--- src/rtl/imem_loader_if.sv ---
// Host byte stream plus instruction-memory address/write bus used by imem_loader.
// master = loader side, slave = host/memory side.
interface imem_loader_if;
  logic        in_valid;
  logic [7:0]  in_data;
  logic        in_ready;
  logic [31:0] mem_addr;
  logic        mem_we;
  logic [31:0] mem_wdata;

  modport master (input in_valid, in_data, output in_ready, mem_addr, mem_we, mem_wdata);
  modport slave  (output in_valid, in_data, input in_ready, mem_addr, mem_we, mem_wdata);
endinterface

--- src/rtl/imem_loader.sv ---
// Holds the core, assembles host bytes into little-endian words written from word 0, then releases it.
// Define IMEM_LOAD_CHECKSUM_EN to require a 32-bit sum trailer before the core is released.
module imem_loader #(
  parameter int DEPTH     = 1024,
  parameter int AW        = 10,
  parameter bit BOOT_HOLD = 1'b1
) (
  input  logic          clk,
  input  logic          reset,
  input  logic          load_start,
  input  logic [AW:0]   load_len,
  input  logic [31:0]   cpu_addr,
  imem_loader_if.master bus,
  output logic          cpu_hold,
  output logic          load_busy,
  output logic          load_done,
  output logic          load_err,
  output logic [AW:0]   words_written
);
  localparam logic [AW:0] DEPTH_W = (AW+1)'(DEPTH);
  localparam logic [AW:0] ONE     = (AW+1)'(1);

  typedef enum logic [2:0] {
    S_IDLE    = 3'd0,
    S_COLLECT = 3'd1,
    S_WRITE   = 3'd2,
`ifdef IMEM_LOAD_CHECKSUM_EN
    S_CHECK   = 3'd3,
`endif
    S_FINISH  = 3'd4
  } state_t;

  // Where the load goes once the last word has been written.
`ifdef IMEM_LOAD_CHECKSUM_EN
  localparam state_t S_TAIL = S_CHECK;
`else
  localparam state_t S_TAIL = S_FINISH;
`endif

  state_t      r_state, w_next;
  logic [AW:0] r_len, r_words;
  logic [1:0]  r_bcnt;
  logic [23:0] r_word;
  logic        r_hold, r_busy, r_done, r_we;
  logic [31:0] r_wdata;
  logic        w_in_ready, w_accept, w_last_byte;
  logic [31:0] w_word;
  logic [AW:0] w_len_sat;

`ifdef IMEM_LOAD_CHECKSUM_EN
  logic [31:0] r_sum;
  logic        r_err;
  assign w_in_ready = (r_state == S_COLLECT) || (r_state == S_CHECK);
`else
  assign w_in_ready = (r_state == S_COLLECT);
`endif

  assign w_accept    = bus.in_valid & w_in_ready;
  assign w_last_byte = w_accept & (r_bcnt == 2'd3);
  // r_word holds the three earlier bytes of the word; the incoming byte lands on top.
  assign w_word      = {bus.in_data, r_word};
  assign w_len_sat   = (load_len > DEPTH_W) ? DEPTH_W : load_len;

  assign bus.in_ready  = w_in_ready;
  assign bus.mem_addr  = (r_state == S_IDLE) ? cpu_addr
                                             : {{(30-AW){1'b0}}, r_words[AW-1:0], 2'b00};
  assign bus.mem_we    = r_we;
  assign bus.mem_wdata = r_wdata;
  assign cpu_hold      = r_hold;
  assign load_busy     = r_busy;
  assign load_done     = r_done;
  assign words_written = r_words;

  always_comb begin
    w_next = r_state;
    case (r_state)
      S_IDLE:    if (load_start) w_next = (w_len_sat == '0) ? S_TAIL : S_COLLECT;
      S_COLLECT: if (w_last_byte) w_next = S_WRITE;
      S_WRITE:   w_next = (r_words + ONE == r_len) ? S_TAIL : S_COLLECT;
`ifdef IMEM_LOAD_CHECKSUM_EN
      S_CHECK:   if (w_last_byte) w_next = (w_word == r_sum) ? S_FINISH : S_IDLE;
`endif
      S_FINISH:  w_next = S_IDLE;
      default:   w_next = S_IDLE;
    endcase
  end

  // Registered outputs are decoded from the next state so they line up with the state they describe.
  always_ff @(posedge clk) begin
    if (reset) begin
      r_state <= S_IDLE;
      r_len   <= '0;
      r_words <= '0;
      r_bcnt  <= '0;
      r_word  <= '0;
      r_hold  <= BOOT_HOLD;
      r_busy  <= 1'b0;
      r_done  <= 1'b0;
      r_we    <= 1'b0;
      r_wdata <= '0;
    end else begin
      r_state <= w_next;
      r_busy  <= (w_next != S_IDLE);
      r_done  <= (w_next == S_FINISH);
      r_we    <= (w_next == S_WRITE);
      if (w_accept) begin
        r_word <= w_word[31:8];
        r_bcnt <= r_bcnt + 2'd1;
      end
      case (r_state)
        S_IDLE: if (load_start) begin
          r_len   <= w_len_sat;
          r_words <= '0;
          r_bcnt  <= '0;
          r_hold  <= 1'b1;
        end
        S_COLLECT: if (w_last_byte) r_wdata <= w_word;
        S_WRITE:   r_words <= r_words + ONE;
        S_FINISH:  r_hold <= 1'b0;
        default: ;
      endcase
    end
  end

`ifdef IMEM_LOAD_CHECKSUM_EN
  // A failed trailer leaves cpu_hold set so the core never runs a corrupt image.
  always_ff @(posedge clk) begin
    if (reset) begin
      r_sum <= '0;
      r_err <= 1'b0;
    end else if (r_state == S_IDLE && load_start) begin
      r_sum <= '0;
      r_err <= 1'b0;
    end else if (r_state == S_WRITE) begin
      r_sum <= r_sum + r_wdata;
    end else if (r_state == S_CHECK && w_last_byte && w_word != r_sum) begin
      r_err <= 1'b1;
    end
  end
  assign load_err = r_err;
`else
  assign load_err = 1'b0;
`endif
endmodule

--- src/flat_wrapper.sv ---
// flat-port wrapper written by rule: the top's interface ports become plain ports
module imem_loader_flat 
#(
  parameter int DEPTH     = 1024,
  parameter int AW        = 10,
  parameter bit BOOT_HOLD = 1'b1
)
  (clk, reset, load_start, load_len, cpu_addr, cpu_hold, load_busy, load_done, load_err, words_written, bus_in_valid, bus_in_data, bus_in_ready, bus_mem_addr, bus_mem_we, bus_mem_wdata);
  imem_loader_if bus_i ();
  input  logic clk;
  input  logic reset;
  input  logic load_start;
  input  logic [AW:0] load_len;
  input  logic [31:0] cpu_addr;
  output logic cpu_hold;
  output logic load_busy;
  output logic load_done;
  output logic load_err;
  output logic [AW:0] words_written;
  input wire logic [$bits(bus_i.in_valid)-1:0] bus_in_valid;
  input wire logic [$bits(bus_i.in_data)-1:0] bus_in_data;
  output wire logic [$bits(bus_i.in_ready)-1:0] bus_in_ready;
  output wire logic [$bits(bus_i.mem_addr)-1:0] bus_mem_addr;
  output wire logic [$bits(bus_i.mem_we)-1:0] bus_mem_we;
  output wire logic [$bits(bus_i.mem_wdata)-1:0] bus_mem_wdata;
  assign bus_i.in_valid = bus_in_valid;
  assign bus_i.in_data = bus_in_data;
  assign bus_in_ready = bus_i.in_ready;
  assign bus_mem_addr = bus_i.mem_addr;
  assign bus_mem_we = bus_i.mem_we;
  assign bus_mem_wdata = bus_i.mem_wdata;
  imem_loader #(.DEPTH(DEPTH), .AW(AW), .BOOT_HOLD(BOOT_HOLD)) u_core (.clk(clk), .reset(reset), .load_start(load_start), .load_len(load_len), .cpu_addr(cpu_addr), .bus(bus_i), .cpu_hold(cpu_hold), .load_busy(load_busy), .load_done(load_done), .load_err(load_err), .words_written(words_written));
endmodule
--- config.mk ---
export PLATFORM = sky130hd
export DESIGN_NAME = imem_loader_flat
export DESIGN_NICKNAME = d
export VERILOG_FILES = /design/src/rtl/imem_loader_if.sv /design/src/rtl/imem_loader.sv /design/src/flat_wrapper.sv
export SDC_FILE = /design/constraint.sdc
export NUM_CORES = 1
export LEC_CHECK = 0
export CAP_MARGIN = 20
export CORE_UTILIZATION = 30
export CTS_CLUSTER_DIAMETER = 80
export DETAILED_ROUTE_END_ITERATION = 10
export GPL_ROUTABILITY_DRIVEN = 0
export PLACE_DENSITY_LB_ADDON = 0.08
export SLEW_MARGIN = 0
export SYNTH_ARGS = -nofsm -noshare
export SYNTH_HDL_FRONTEND = slang
export SYNTH_SLANG_ARGS = --single-unit
--- constraint.sdc ---
create_clock -name clk -period 3 [get_ports clk]
set_input_delay 0.6 -clock clk [delete_from_list [all_inputs] [get_ports clk]]
set_output_delay 0.6 -clock clk [all_outputs]
set_load 0.03 [all_outputs]
# [Yosys cells after proc, flatten, opt, wreduce, memory -nomap -nowiden]
# Index checks and enable logic that the tools add are counted.
[word_totals] reg_bits=87 latch_bits=0 ram_bits=0 mem_bits_ro=0 output_inout_bits=81 wordCells=46 mem_count=0
[op_classes] n_addsub=2 mul=0 div_mod_pow=0 n_lt_le_gt_ge=1 eq_ne=8 shift=0 n_mux=14 n_bitwise=2 reduce_logical=9
[ops] cell="two-way mux 32 bit" n=1
[ops] cell="two-way mux 11 bit" n=2
[ops] cell="case mux 11 bit (2 select lines)" n=1
[ops] cell="two-way mux 3 bit" n=4
[ops] cell="adder 11 x 1 -> 11 bit, second input constant" n=1
[ops] cell="== test 11 bit" n=1
[ops] cell="greater-than comparator 11 bit, second input constant" n=1
[ops] cell="logical NOT 11 bit" n=1
[ops] cell="case mux 3 bit (3 select lines)" n=1
[ops] cell="AND reduction 2 bit" n=4
[ops] cell="== test 3 x 2 -> 1 bit, second input constant" n=2
[ops] cell="== test 3 bit, second input constant" n=2
[ops] cell="two-way mux 2 bit" n=3
[ops] cell="nonzero test 2 bit" n=2
[ops] cell="== test 3 x 1 -> 1 bit, second input constant" n=1
[ops] cell="logical NOT 3 bit" n=1
[ops] cell="nonzero test 3 bit" n=1
[ops] cell="adder 2 x 1 -> 2 bit, second input constant" n=1
[ops] cell="bitwise AND 1 bit" n=2
[ops] cell="== test 2 bit, second input constant" n=1
[ops] cell="!= test 2 bit, second input constant" n=1
[ops] cell="case mux 1 bit (2 select lines)" n=1
[ops] cell="two-way mux 1 bit" n=1

# [Logic depth before layout (Yosys ltp)]
[depth] ltp_word=7 mapped_depth=8 depth_no_buf=7

# [Least setup slack after synthesis]
# No wires, ideal clock.
[synth_path] path_kind="register to register" start="register u_core.r_words[0] (netlist: u_core.words_written[0])" end="register u_core.r_state[2]" setup_time_ps=70 arrival_ps=2236 required_time_ps=2930 path_slack_ps=693 path_stages_with_launch=8 n_path_buf=0 cell_sequence="dfxtp_1 -> ha_1 -> xor2_1 -> a311o_1 -> or3_4 -> nor4b_2 -> o2111ai_1 -> a21oi_1"
[synth_via] elab_chain_cells=4
[synth_lines] item="start, declared" line_no="imem_loader.sv:41" text="logic [AW:0] r_len, r_words;"
[synth_lines] item="start signal, assigned" line_no="imem_loader.sv:118" text="S_WRITE: r_words <= r_words + ONE;"
[synth_lines] item="adder 11 x 1 -> 11 bit" line_no="imem_loader.sv:79" text="S_WRITE: w_next = (r_words + ONE == r_len) ? S_TAIL : S_COLLECT;"
[synth_lines] item="== test 11 bit" line_no="imem_loader.sv:79"
[synth_lines] item="two-way mux 3 bit" line_no="imem_loader.sv:79"
[synth_lines] item="case mux 3 bit (3 select lines)" line_no="imem_loader.sv:76" text="case (r_state)"
[synth_lines] item="end signal, assigned" line_no="imem_loader.sv:102" text="r_state <= w_next;"
[synth_lines] item="end, declared" line_no="imem_loader.sv:40" text="state_t r_state, w_next;"
# No other way between the ends.
# A chain may end at the register's enable or synchronous reset.

# [Worst setup path in the final report]
[layout_path] start="register u_core.r_state[1]" end="output port bus_mem_addr[3]"
[layout_via] elab_chain_cells=2
[layout_lines] item="logical NOT 3 bit" line_no="imem_loader.sv:65" text="assign bus.mem_addr = (r_state == S_IDLE) ? cpu_addr"
[layout_lines] item="two-way mux 32 bit" line_no="imem_loader.sv:65"
[layout_lines] item="end, declared" line_no="flat_wrapper.sv:23" text="output wire logic [$bits(bus_i.mem_addr)-1:0] bus_mem_addr;"
# No other way between the ends.

==> metrics.csv <==
stage;metric;value;unit
worst_setup_path;max incr delay on CP;0.59;ns
die;Initial Utilization;30.6;%
power;total power;0.00276;W
logic_synthesis;Distinct cells, synth;52;
grt;Total GRT Usage;17.4;%
power;Clk pwr share;43.7;%
timing;minimum clock period;2.83;ns
timing;Period Utilization, post-route;94.5;%
flow_run;Max-Cap Viols;0;
logic_synthesis;syn_nets;532;
grt;vias in the first global route;3571;
power;combinational group share of total power;13.5;%
worst_setup_path;Worst Path Required;2.40;ns
layout;ratio of cells with drive above 1 in the final layout;7.02;%
die;Die Span Y;115;um
die;die area;13300;sq um
status;outcome;completed;
logic_synthesis;Synth top cells by count;128 x nand2_1, 87 x dfxtp_1, 79 x a21oi_1;
worst_setup_path;CP Data Arrival Time;2.23;ns
cts;Clock Sinks;87;
routing;DR vias/cell;4.78;
cts;worst skew pair latency;0.34;ns
timing;worst slew pin tran;0.863;ns
cts;H-tree depth;3;
cts;clock slew at the register clock pins of the worst setup and hold paths;0.06;ns
cts;Post CTS Setup Buffer Count;0;
grt;antenna violations before repair;0;
power;Static Leak;1.93;nW
cts;TritonCTS buffer count;9;
timing;final-report setup violation count;0;
place;pre-CTS setup slack;0.504;ns
timing;max_slew headroom;42.3;%
routing;1st-iter DRT viols;205;
power;worst vdd ir;0.000318;V
die;Die X;115;um
logic_synthesis;Yosys reg bits;87;
timing;final worst slack;0.166;ns
cts;number of gates resized after CTS;0;
timing;Final TNS setup;0;ns
place;placed cell count;755;
worst_setup_path;CP max-delay cell;clkdlybuf4s50_1;
timing;max-slew violation count;0;
timing;highest clock rate;353;MHz
power;internal power;0.00208;W
die;Row Count;41;
cts;CTS max path bufs;2;
routing;DR DRC count;0;
logic_synthesis;Yosys warning count;0;
logic_synthesis;Area contributors post-synth;dfxtp_1 45%, nand2_1 12%, a21oi_1 10%;
worst_setup_path;Crit Path Category;flip-flop to output pin;
grt;first-pass GRT wire length;17600;um
logic_synthesis;Avg Inst Size Synth;8.11;sq um
logic_synthesis;area share of the largest cell type after synthesis;45.2;%
layout;Antenna diodes;0;
worst_setup_path;CP Buf/Inv Count;2;
logic_synthesis;top cell type by total area after synthesis;dfxtp_1;
logic_synthesis;Post-Syn Area;3850;sq um
logic_synthesis;count leader, synth;nand2_1;
logic_synthesis;EDFF count, synth;0;
routing;post-route ant nets;0;
routing;routed via count;3683;
layout;Layout area overhead;45.7;%
place;PortBufs;134;
logic_synthesis;Seq/Total Area, Yosys;45.2;%
hold_path;Hold WC Path Type;flip-flop to flip-flop;
worst_setup_path;Worst setup SP type;flip-flop;
power;Psw;0.000683;W
worst_setup_path;worst-path fanout max;37;
routing;Routed wire per std cell;14.4;um
grt;largest net degree at the start of global routing;56;
grt;remaining global-route overflow;0;
power;Switching Share;24.7;%
place;DP Wirelength;8000;um
die;core area;12600;sq um
routing;routed wire length;11100;um
layout;Post-Layout Cell Count;770;
power;PD cells;493;nW/um^2
logic_synthesis;synthesized instance count;475;
worst_setup_path;Top delay family on crit path;buffers and inverters;
power;Sequential Power Share;42.9;%
worst_setup_path;Critical Path Sink Type;output pin;
timing;RSZ-0062 raised after global routing;false;
routing;Initial DRT Pass Iterations;4;
logic_synthesis;Main synth FF type;dfxtp_1;
cts;CTS tree;built;
cts;cts hold-fix bufs;0;
timing;Final Hold Vio Count;0;
layout;nets@finish;651;
die;# IOs;136;
timing;Setup Skew;0.0102;ns
logic_synthesis;Synth async-reset ratio;0;%
worst_setup_path;CP cell instances;nor3_4 -> buf_4 -> mux2_2 -> clkdlybuf4s50_1;
cts;clk root buf;clkbuf_16;
[placed cells by master, fill, tap and decap left out, types with 2 or more instances in the layout]
cell             Yosys  final
a21oi_1             79     79
and2_1              26     26
buf_4                2      9
and3_1               4      4
nor3_1               7      7
inv_1                4      4
or3_1                3      3
clkinv_4             0      2
bufinv_16            0      2
nand3_1              8      8
mux2_2              10     10
ha_1                 2      2
clkbuf_16            0      9
o21ai_1              7      7
a22o_1              10     10
nand4_1              3      3
dfxtp_1             87     87
clkdlybuf4s50_1      0    133
nor4_1               3      3
xnor2_1             10     10
nand2_1            128    128
xor2_1               5      5
nor2_1              16     16
[metrics by stage]
step,instance area [sq um],hold WS [ns],utilization [%]
floorplan,3850,0.432,-
global placement,5290,0.445,42.1
detailed placement,5290,0.446,42.1
CTS,5610,0.455,44.6
global route,5610,0.472,44.6
finish,5610,0.453,44.6
[power by group through the flow]
stage               Sequential (W)  Clock (W)  Combinational, W
finish                     0.00118    0.00121          0.000372
detailed placement         0.00121          0          0.000374
global route               0.00119    0.00128          0.000398
floorplan                  0.00121          0          0.000198
CTS                        0.00118    0.00123          0.000375
global placement           0.00121          0          0.000373
[routing by layer]
layer | up-vias | GRT usage (%) | routed length, um
met5 | - | 0 | 0
met4 | 0 | 7.62 | 176
met3 | 10 | 5.54 | 845
met2 | 128 | 25.6 | 4700
met1 | 1699 | 23.1 | 5390
li1 | 1846 | - | -
[registers in the layout (all words and copies together), names as in the netlist]
name / count
u_core.r_len: 11
u_core.load_busy: 1
u_core.load_done: 1
u_core.bus.mem_we: 1
u_core.bus.mem_wdata: 32
u_core.words_written: 11
u_core.r_word: 24
u_core.r_bcnt: 2
u_core.r_state: 3
u_core.cpu_hold: 1
[final timing paths]
check | start | to | slack [ns] | cells after the start
setup / recovery | u_core.r_state[1]$_SDFF_PP0_ | bus_mem_addr[3] | 0.17 | 4
hold / removal | u_core.bus.mem_wdata[3]$_SDFFE_PP0P_ | u_core.bus.mem_wdata[3]$_SDFFE_PP0P_ | 0.45 | 2
setup reg to reg | u_core.words_written[0]$_SDFFE_PP0P_ | u_core.r_state[2]$_SDFF_PP0_ | 0.56 | 7
hold reg to reg | u_core.bus.mem_wdata[3]$_SDFFE_PP0P_ | u_core.bus.mem_wdata[3]$_SDFFE_PP0P_ | 0.45 | 2
[worst register-to-register path, delay by kind of cell (launching register included)]
family                   cells  cell delay [ns]
flip-flops                   1             0.50
buffers and inverters        1             0.15
AO/OA/AOI/OAI                3             0.55
adder cells (fa/ha/maj)      1             0.47
AND/OR/NAND/NOR              2             0.69
[layout make-up]
cell class | count | area (sq um)
fill | 1279 | 6960
multi-input combinational | 349 | 1910
sequential | 87 | 1740
timing repair buffer | 143 | 1400
clock buffer | 9 | 225
tap | 172 | 215
clock inverter | 6 | 93.8
inverter | 4 | 15.0
[cell families after synthesis]
| family | share of synthesized area, % |
|---|---|
| AO/OA/AOI/OAI | 18.4 |
| XOR/XNOR | 3.41 |
| adder cells (fa/ha/maj) | 0.650 |
| buffers and inverters | 5.20 |
| flip-flops | 45.2 |
| multiplexers | 2.92 |
| other | 0.0974 |
| AND/OR/NAND/NOR | 24.1 |
Note: power is estimated with default switching activity, not from simulation.
